==> config.mk <==
export PLATFORM = sky130hd
export DESIGN_NAME = pipelined_prefix_tree
export DESIGN_NICKNAME = d
export VERILOG_FILES = /design/src/rtl/pipelined_prefix_tree.sv
export SDC_FILE = /design/constraint.sdc
export NUM_CORES = 1
export LEC_CHECK = 0
export BUFFER_PORTS_ARGS = -buffer_cell sky130_fd_sc_hd__buf_2
export CAP_MARGIN = 0
export CORE_UTILIZATION = 35
export DETAILED_ROUTE_END_ITERATION = 7
export GPL_ROUTABILITY_DRIVEN = 1
export PLACE_DENSITY_LB_ADDON = 0.15
export SYNTH_ARGS = -nofsm -noshare
export SYNTH_HDL_FRONTEND = slang
export SYNTH_SLANG_ARGS = --single-unit
==> constraint.sdc <==
create_clock -name clk -period 1.7 [get_ports clk]
set_input_delay 0.085 -clock clk [delete_from_list [all_inputs] [get_ports clk]]
set_output_delay 0.085 -clock clk [all_outputs]
set_load 0.01 [all_outputs]
==> src/rtl/pipelined_prefix_tree.sv <==
// Pipelined Sklansky parallel-prefix tree over 2-bit {g,p} groups with a per-beat mode
// (full prefix or Brent-Kung up-sweep) and a valid/ready handshake that keeps full throughput.
module pipelined_prefix_tree #(
  parameter int NUM_GROUPS       = 32,
  parameter int LEVELS_PER_STAGE = 1
) (
  input  logic                    clk,
  input  logic                    reset,
  input  logic                    in_valid,
  output logic                    in_ready,
  input  logic                    in_mode,
  input  logic [2*NUM_GROUPS-1:0] q,
  output logic                    out_valid,
  input  logic                    out_ready,
  output logic                    out_mode,
  output logic [2*NUM_GROUPS-1:0] r
);

  localparam int W      = 2 * NUM_GROUPS;
  localparam int LEVELS = $clog2(NUM_GROUPS);
  localparam int LAT    = (LEVELS + LEVELS_PER_STAGE - 1) / LEVELS_PER_STAGE;

  typedef logic [W-1:0] data_t;

  // One Sklansky level k. Group i combines with the top of the lower half of its
  // 2^(k+1) block; in up-sweep mode only the block's top group combines, which is
  // exactly the Brent-Kung reduce node, and its partner is then i - 2^k.
  function automatic data_t prefix_level(input data_t d, input int k, input logic up_only);
    data_t res;
    res = d;
    for (int i = 0; i < NUM_GROUPS; i++) begin
      int j;
      j = ((i >> (k + 1)) << (k + 1)) + (1 << k) - 1;
      if ((((i >> k) & 1) == 1) && (!up_only || (((i + 1) & ((2 << k) - 1)) == 0))) begin
        res[2*i+1] = d[2*i+1] | (d[2*i] & d[2*j+1]);
        res[2*i]   = d[2*i] & d[2*j];
      end
    end
    return res;
  endfunction

  logic [LAT-1:0] w_valid;
  logic [LAT-1:0] w_mode;
  logic [LAT-1:0] w_load;
  data_t          w_data [LAT];

  // A slice may load when any slice from it to the output is empty, or the output
  // is being drained; this is what removes bubbles under back-pressure.
  always_comb begin
    logic all_full;
    // NOTE: every variable written in always_comb gets a value before any branch,
    // otherwise synthesis infers a latch to hold the old value.
    all_full = 1'b1;
    w_load   = '0;
    for (int s = LAT - 1; s >= 0; s--) begin
      all_full  = all_full & w_valid[s];
      w_load[s] = out_ready | ~all_full;
    end
  end

  for (genvar s = 0; s < LAT; s++) begin : g_stage
    localparam int LO = s * LEVELS_PER_STAGE;
    localparam int HI = (LO + LEVELS_PER_STAGE > LEVELS) ? LEVELS : LO + LEVELS_PER_STAGE;

    data_t w_in;
    data_t w_out;
    logic  w_in_valid;
    logic  w_in_mode;
    data_t r_data;
    logic  r_valid;
    logic  r_mode;

    if (s == 0) begin : g_head
      assign w_in       = q;
      assign w_in_valid = in_valid;
      assign w_in_mode  = in_mode;
    end else begin : g_body
      assign w_in       = w_data[s-1];
      assign w_in_valid = w_valid[s-1];
      assign w_in_mode  = w_mode[s-1];
    end

    always_comb begin
      w_out = w_in;
      for (int k = LO; k < HI; k++) begin
        w_out = prefix_level(w_out, k, w_in_mode);
      end
    end

    always_ff @(posedge clk or negedge reset) begin
      if (!reset) begin
        // NOTE: the data registers are reset too, because r must read zero out of
        // reset; pure datapath storage would normally be left unreset.
        r_valid <= 1'b0;
        r_mode  <= 1'b0;
        r_data  <= '0;
      end else if (w_load[s]) begin
        // NOTE: non-blocking assignments so every slice samples its upstream
        // neighbour's pre-edge value; blocking here would let a beat skip slices.
        r_valid <= w_in_valid;
        if (w_in_valid) begin
          r_data <= w_out;
          r_mode <= w_in_mode;
        end
      end
    end

    assign w_valid[s] = r_valid;
    assign w_mode[s]  = r_mode;
    assign w_data[s]  = r_data;
  end

  assign in_ready  = w_load[0];
  assign out_valid = w_valid[LAT-1];
  assign out_mode  = w_mode[LAT-1];
  assign r         = w_data[LAT-1];

endmodule

After elaboration in Yosys (flattened, before gate mapping)
Index checks and enable logic that the tools add are counted.
{ "op_classes": {"muxes": 49, "n_reduce_logical": 5, "n_bitwise": 254} }
{ "ops": {"columns": ["cell", "n"], "rows": [
  ["bitwise AND 1 bit", 164],
  ["2-to-1 mux 2 bit", 49],
  ["bitwise OR 1 bit", 85],
  ["AND reduction 2 bit", 5],
  ["NOT 1 bit", 5]
]} }
{ "word_totals": {"regBits": 330, "output_inout_bits": 67, "inputBits": 69, "wordCells": 323} }

Depth between registers and ports, before layout
{ "depth": {"depth_word": 7, "mapped_depth": 7, "depth_no_buf": 3} }

Worst setup path before layout
Ideal clock, no wire load.
{ "synth_timing": {"path_kind": "register to register", "from": "reg g_stage[4].r_valid (netlist: out_valid)", "to": "reg g_stage[1].r_data[17]", "path_buffers": 2, "synth_period_minus_slack_ns": 1.735, "required_ns": 1.573, "arrival_time_ns": 1.607, "path_stages_with_launch": 6, "slack_ns": -0.035, "setup_ns": 0.127, "cell_sequence": "dfrtp_1 -> and4b_1 -> buf_2 -> a21oi_4 -> buf_6 -> mux2_1"} }
{ "synth_via": {"elab_chain_cells": 6} }
{ "synth_lines": {"columns": ["item", "line_no", "text"], "rows": [
  ["start: declaration", "70", "logic r_valid;"],
  ["start signal: assignment", "100", "r_valid <= w_in_valid;"],
  ["bitwise AND 1 bit (3 in a row)", "56", "all_full = all_full & w_valid[s];"],
  ["NOT 1 bit", "57", "w_load[s] = out_ready | ~all_full;"],
  ["bitwise OR 1 bit", "57", null],
  ["AND reduction 2 bit (no line)", null, null],
  ["end signal: assignment", "102", "r_data <= w_out;"],
  ["end: declaration", "69", "data_t r_data;"]
]} }
Every way passes these cells.
A chain may end at the register's enable or synchronous reset.

Worst setup path in the final report
{ "layout_timing": {"from": "reg g_stage[2].r_valid", "to": "reg g_stage[1].r_data[17]"} }
{ "layout_via": {"elab_chain_cells": 5} }
{ "layout_lines": {"columns": ["item", "line_no"], "rows": [
  ["start: declaration", "70"],
  ["start signal: assignment", "100"],
  ["bitwise AND 1 bit (2 in a row)", "56"],
  ["NOT 1 bit", "57"],
  ["bitwise OR 1 bit", "57"],
  ["AND reduction 2 bit (no line)", null]
]} }
Every way passes these cells.

==> summary.md <==
### STA
- **final slew viol count** 0
- **worst hold slack across all endpoints** 0.08536 ns
- **Min Clock Period, post-route** 1.671 ns
- **tightest slew margin relative to the limit** 0.6086
- **Total Negative Setup Slacks** 0 ns
- **Setup violations, final** 0
- **Max Clock Freq** 598.4 MHz
- **final hold violations** 0
- **Final period util** 0.9831
- **transition time at the pin with the least slew margin** 0.5844 ns
- **Clock Skew** 0.02201 ns
- **final worst slack** 0.02877 ns
- **setup repair after global routing missed its margin** true

### Critical path
- **critical path, cell by cell** buf_4 > and4b_2 > a21oi_4 > buf_12 > mux2_1
- **kind of end point of the critical path** register
- **Worst R2R Path Depth** 5
- **worst stage delay on the critical path** 0.41 ns
- **Critical path buffers and inverters** 2
- **Reg2Reg Capture Point** g_stage[1].r_data[17]$_DFFE_PN0P_
- **worst path required time** 2.09 ns
- **CP max stage cell** sky130_fd_sc_hd__dfrtp_1
- **RR Startpoint** g_stage[2].r_valid$_DFFE_PN0P_
- **category of cells accounting for the largest share of critical-path delay** flip-flops
- **arrival time at the worst endpoint** 2.06 ns
- **Worst R2R Setup Slack** 0.03 ns
- **highest fanout seen on the critical path** 15
- **kind of start point of the critical path** register
- **Setup CP Type** reg2reg

### Cells and area
- **fraction of layout cells with a size suffix above 1** 0.3277
- **area growth from synthesis to final layout** 28.40%
- **Net count, final** 1347
- **post-route non-filler standard cell count** 1810
- **number of diodes** 0
- **final core utilization** 0.4610

### Route
- **Post-route DRC** 0
- **number of optimization iterations in the first detailed-route pass** 5
- **routed vias** 8875
- **Final Routed Wirelength** 32680 µm
- **number of violations reported at the end of detailed-routing iteration 0** 456
- **per-cell via count in the routed design** 4.903
- **post-route antenna net violation count** 0
- **final routed wire length divided by cell count** 18.05 µm

### Floorplanning
- **starting density of the core** 0.3590
- **die height** 196.5 µm
- **area of the core** 36870 µm²
- **Die Width** 196.5 µm
- **number of placed I/O pins** 136
- **number of rows in the core area** 70
- **Die Footprint** 38600 µm²

### Logic synthesis
- **Synth Area in Compound Gates** 0.1337
- **largest cells by area after synthesis** sky130_fd_sc_hd__dfrtp_1 (62%), sky130_fd_sc_hd__mux2_2 (13%), sky130_fd_sc_hd__a21oi_1 (4.4%)
- **post-synthesis cell count** 1029
- **mux share of post-synthesis cell area** 0.1608
- **Cell variety after synth** 35
- **flip-flop cell with the highest count after synthesis** sky130_fd_sc_hd__dfrtp_1
- **area share of fa/ha/maj cells after synthesis** 0
- **number of nets in the synthesized netlist** 1098
- **count of yosys warnings during synthesis** 0
- **netlist area before placement** 13240 µm²
- **FFs w/ async S/R, synth** 1.000
- **most instantiated library cell after synthesis** sky130_fd_sc_hd__dfrtp_1
- **synthesized area divided by synthesized cell count** 12.86 µm²
- **post-synthesis share of cell area spent on xor and xnor gates** 0
- **most numerous cell types in the synthesized netlist** sky130_fd_sc_hd__dfrtp_1 (330), sky130_fd_sc_hd__mux2_2 (151), sky130_fd_sc_hd__a21oi_1 (117), sky130_fd_sc_hd__o21ai_0 (93), sky130_fd_sc_hd__inv_1 (46)
- **library cell occupying the most area in the post-synthesis netlist** sky130_fd_sc_hd__dfrtp_1
- **number of synthesized flops with an enable pin** 0
- **fraction of synthesized cell area taken by the top area cell type** 0.6238
- **fraction of the yosys area taken by sequential cells** 0.6238
- **combinational family with the most area after synthesis** multiplexers
- **number of register bits inferred by synthesis** 330
- **area share of and/or/nand/nor cells after synthesis** 0.04216

### Clock network
- **clock latency on the worst-skew pair** 0.52 ns
- **TritonCTS clock tree** built
- **Max H-tree Level** 2
- **clock buffer count from CTS** 37
- **clock-pin slew on the worst setup and hold paths** 0.06 ns
- **clock tree sinks** 330
- **largest buffer count on any clock path** 3
- **Clk Tree Root Cell** sky130_fd_sc_hd__clkbuf_16

### Placed design
- **pre-CTS setup slack** 0.06258 ns
- **detailed placement HPWL** 22020 µm
- **RePlAce Congestion** 0.7337
- **Port Buf Inserts** 135
- **cell total after placement** 1642

### GRT
- **gr ovfl total** 0
- **maximum number of pins on one net before global-route repair** 60
- **total global routing track utilization** 0.1715
- **number of global-route vias before repair** 8903
- **wire length of the first global-routing pass** 52380 µm
- **number of antenna violations at the first check in global routing** 0

### Flow run
- **max-cap violation count** 0

### Outcome
- **status** completed

### Pwr
- **peak supply drop** 0.5914 mV
- **total power per unit cell area** 1502 nW/µm²
- **standby leakage power** 0.007657 µW

### Hold path
- **Worst Hold Class** in2async

## worst max path at each step
stage | to | start | cells after the start | slack, ns
4_1_cts | in_ready | g_stage[3].r_valid$_DFFE_PN0P_ | 5 | 0.003
6_report | g_stage[1].r_data[17]$_DFFE_PN0P_ | g_stage[2].r_valid$_DFFE_PN0P_ | 5 | 0.03
3_5_place_dp | g_stage[0].r_data[4]$_DFFE_PN0P_ | g_stage[2].r_valid$_DFFE_PN0P_ | 4 | 0.06
2_1_floorplan | g_stage[1].r_data[17]$_DFFE_PN0P_ | g_stage[2].r_valid$_DFFE_PN0P_ | 6 | 0.005
5_1_grt | g_stage[1].r_data[17]$_DFFE_PN0P_ | g_stage[2].r_valid$_DFFE_PN0P_ | 5 | -0.02
3_3_place_gp | r[53]$_DFFE_PN0P_ | g_stage[3].r_mode$_DFFE_PN0P_ | 3 | 0.07
## cells by family after synthesis
| family | count (synthesis) |
|---|---|
| AO/OA/AOI/OAI | 298 |
| buffers and inverters | 115 |
| flip-flops | 330 |
| multiplexers | 192 |
| AND/OR/NAND/NOR | 94 |
## cells in the final DEF, fill, tap and decap left out, types with 9 or more instances in the layout
master,netlist,routed
sky130_fd_sc_hd__nand2_1,17,15
sky130_fd_sc_hd__inv_1,46,46
sky130_fd_sc_hd__dfrtp_1,330,328
sky130_fd_sc_hd__mux2_2,151,151
sky130_fd_sc_hd__clkbuf_8,0,9
sky130_fd_sc_hd__nand4_1,24,24
sky130_fd_sc_hd__buf_4,9,38
sky130_fd_sc_hd__o21ai_0,93,93
sky130_fd_sc_hd__buf_12,0,17
sky130_fd_sc_hd__a21oi_1,117,117
sky130_fd_sc_hd__o2bb2ai_1,32,32
sky130_fd_sc_hd__clkbuf_1,35,12
sky130_fd_sc_hd__dlygate4sd3_1,0,81
sky130_fd_sc_hd__nand3_1,24,24
sky130_fd_sc_hd__buf_2,16,134
sky130_fd_sc_hd__mux2i_1,27,27
sky130_fd_sc_hd__a31oi_1,21,21
sky130_fd_sc_hd__clkbuf_16,0,43
sky130_fd_sc_hd__mux2_1,14,14
## routing by layer
| layer | up-vias | routed length [µm] | global-route usage |
|---|---|---|---|
| met2 | 195 | 13250 | 0.2264 |
| met1 | 4399 | 17370 | 0.2823 |
| li1 | 4232 | - | - |
| met5 | - | 0 | 0 |
| met4 | 0 | 617 | 0.04745 |
| met3 | 49 | 1439 | 0.02755 |
## flip-flops by register name, indices dropped and copies added, names as in the netlist
register,cells
r,64
out_valid,1
g_stage.r_mode,4
g_stage.r_valid,4
out_mode,1
g_stage.r_data,256
## power breakdown
group	switching [µW]	leakage [µW]	internal (µW)
registers	1750	0.00399	10300
clock network	3110	0.000590	4610
logic	2810	0.00308	2980
## layout make-up
cell class | count | area, µm²
Clock buffer | 60 | 1145
Clock inverter | 7 | 45.04
Fill cell | 3488 | 19880
Inverter | 47 | 176.4
Multi-Input combinational cell | 584 | 4484
Sequential cell | 330 | 8260
Tap cell | 504 | 630.6
Timing Repair Buffer | 278 | 2256
## timing repair
item	in CTS	in global routing
resized for setup	3	8
pin swaps	1	4
gates cloned	0	5
setup buffers	4	11
endpoints found under the hold margin	395	0
endpoints found under the setup margin	1	62
hold buffers	81	0
## metrics by stage
step                      power, µW  instance area, µm²
final                         25530               17000
after global routing          27100               17000
after CTS                     25740               16760
after detailed placement      17730               14730
after global placement        17580               14730
after floorplan               15160               13240
Note: power is estimated with default switching activity, not from simulation.
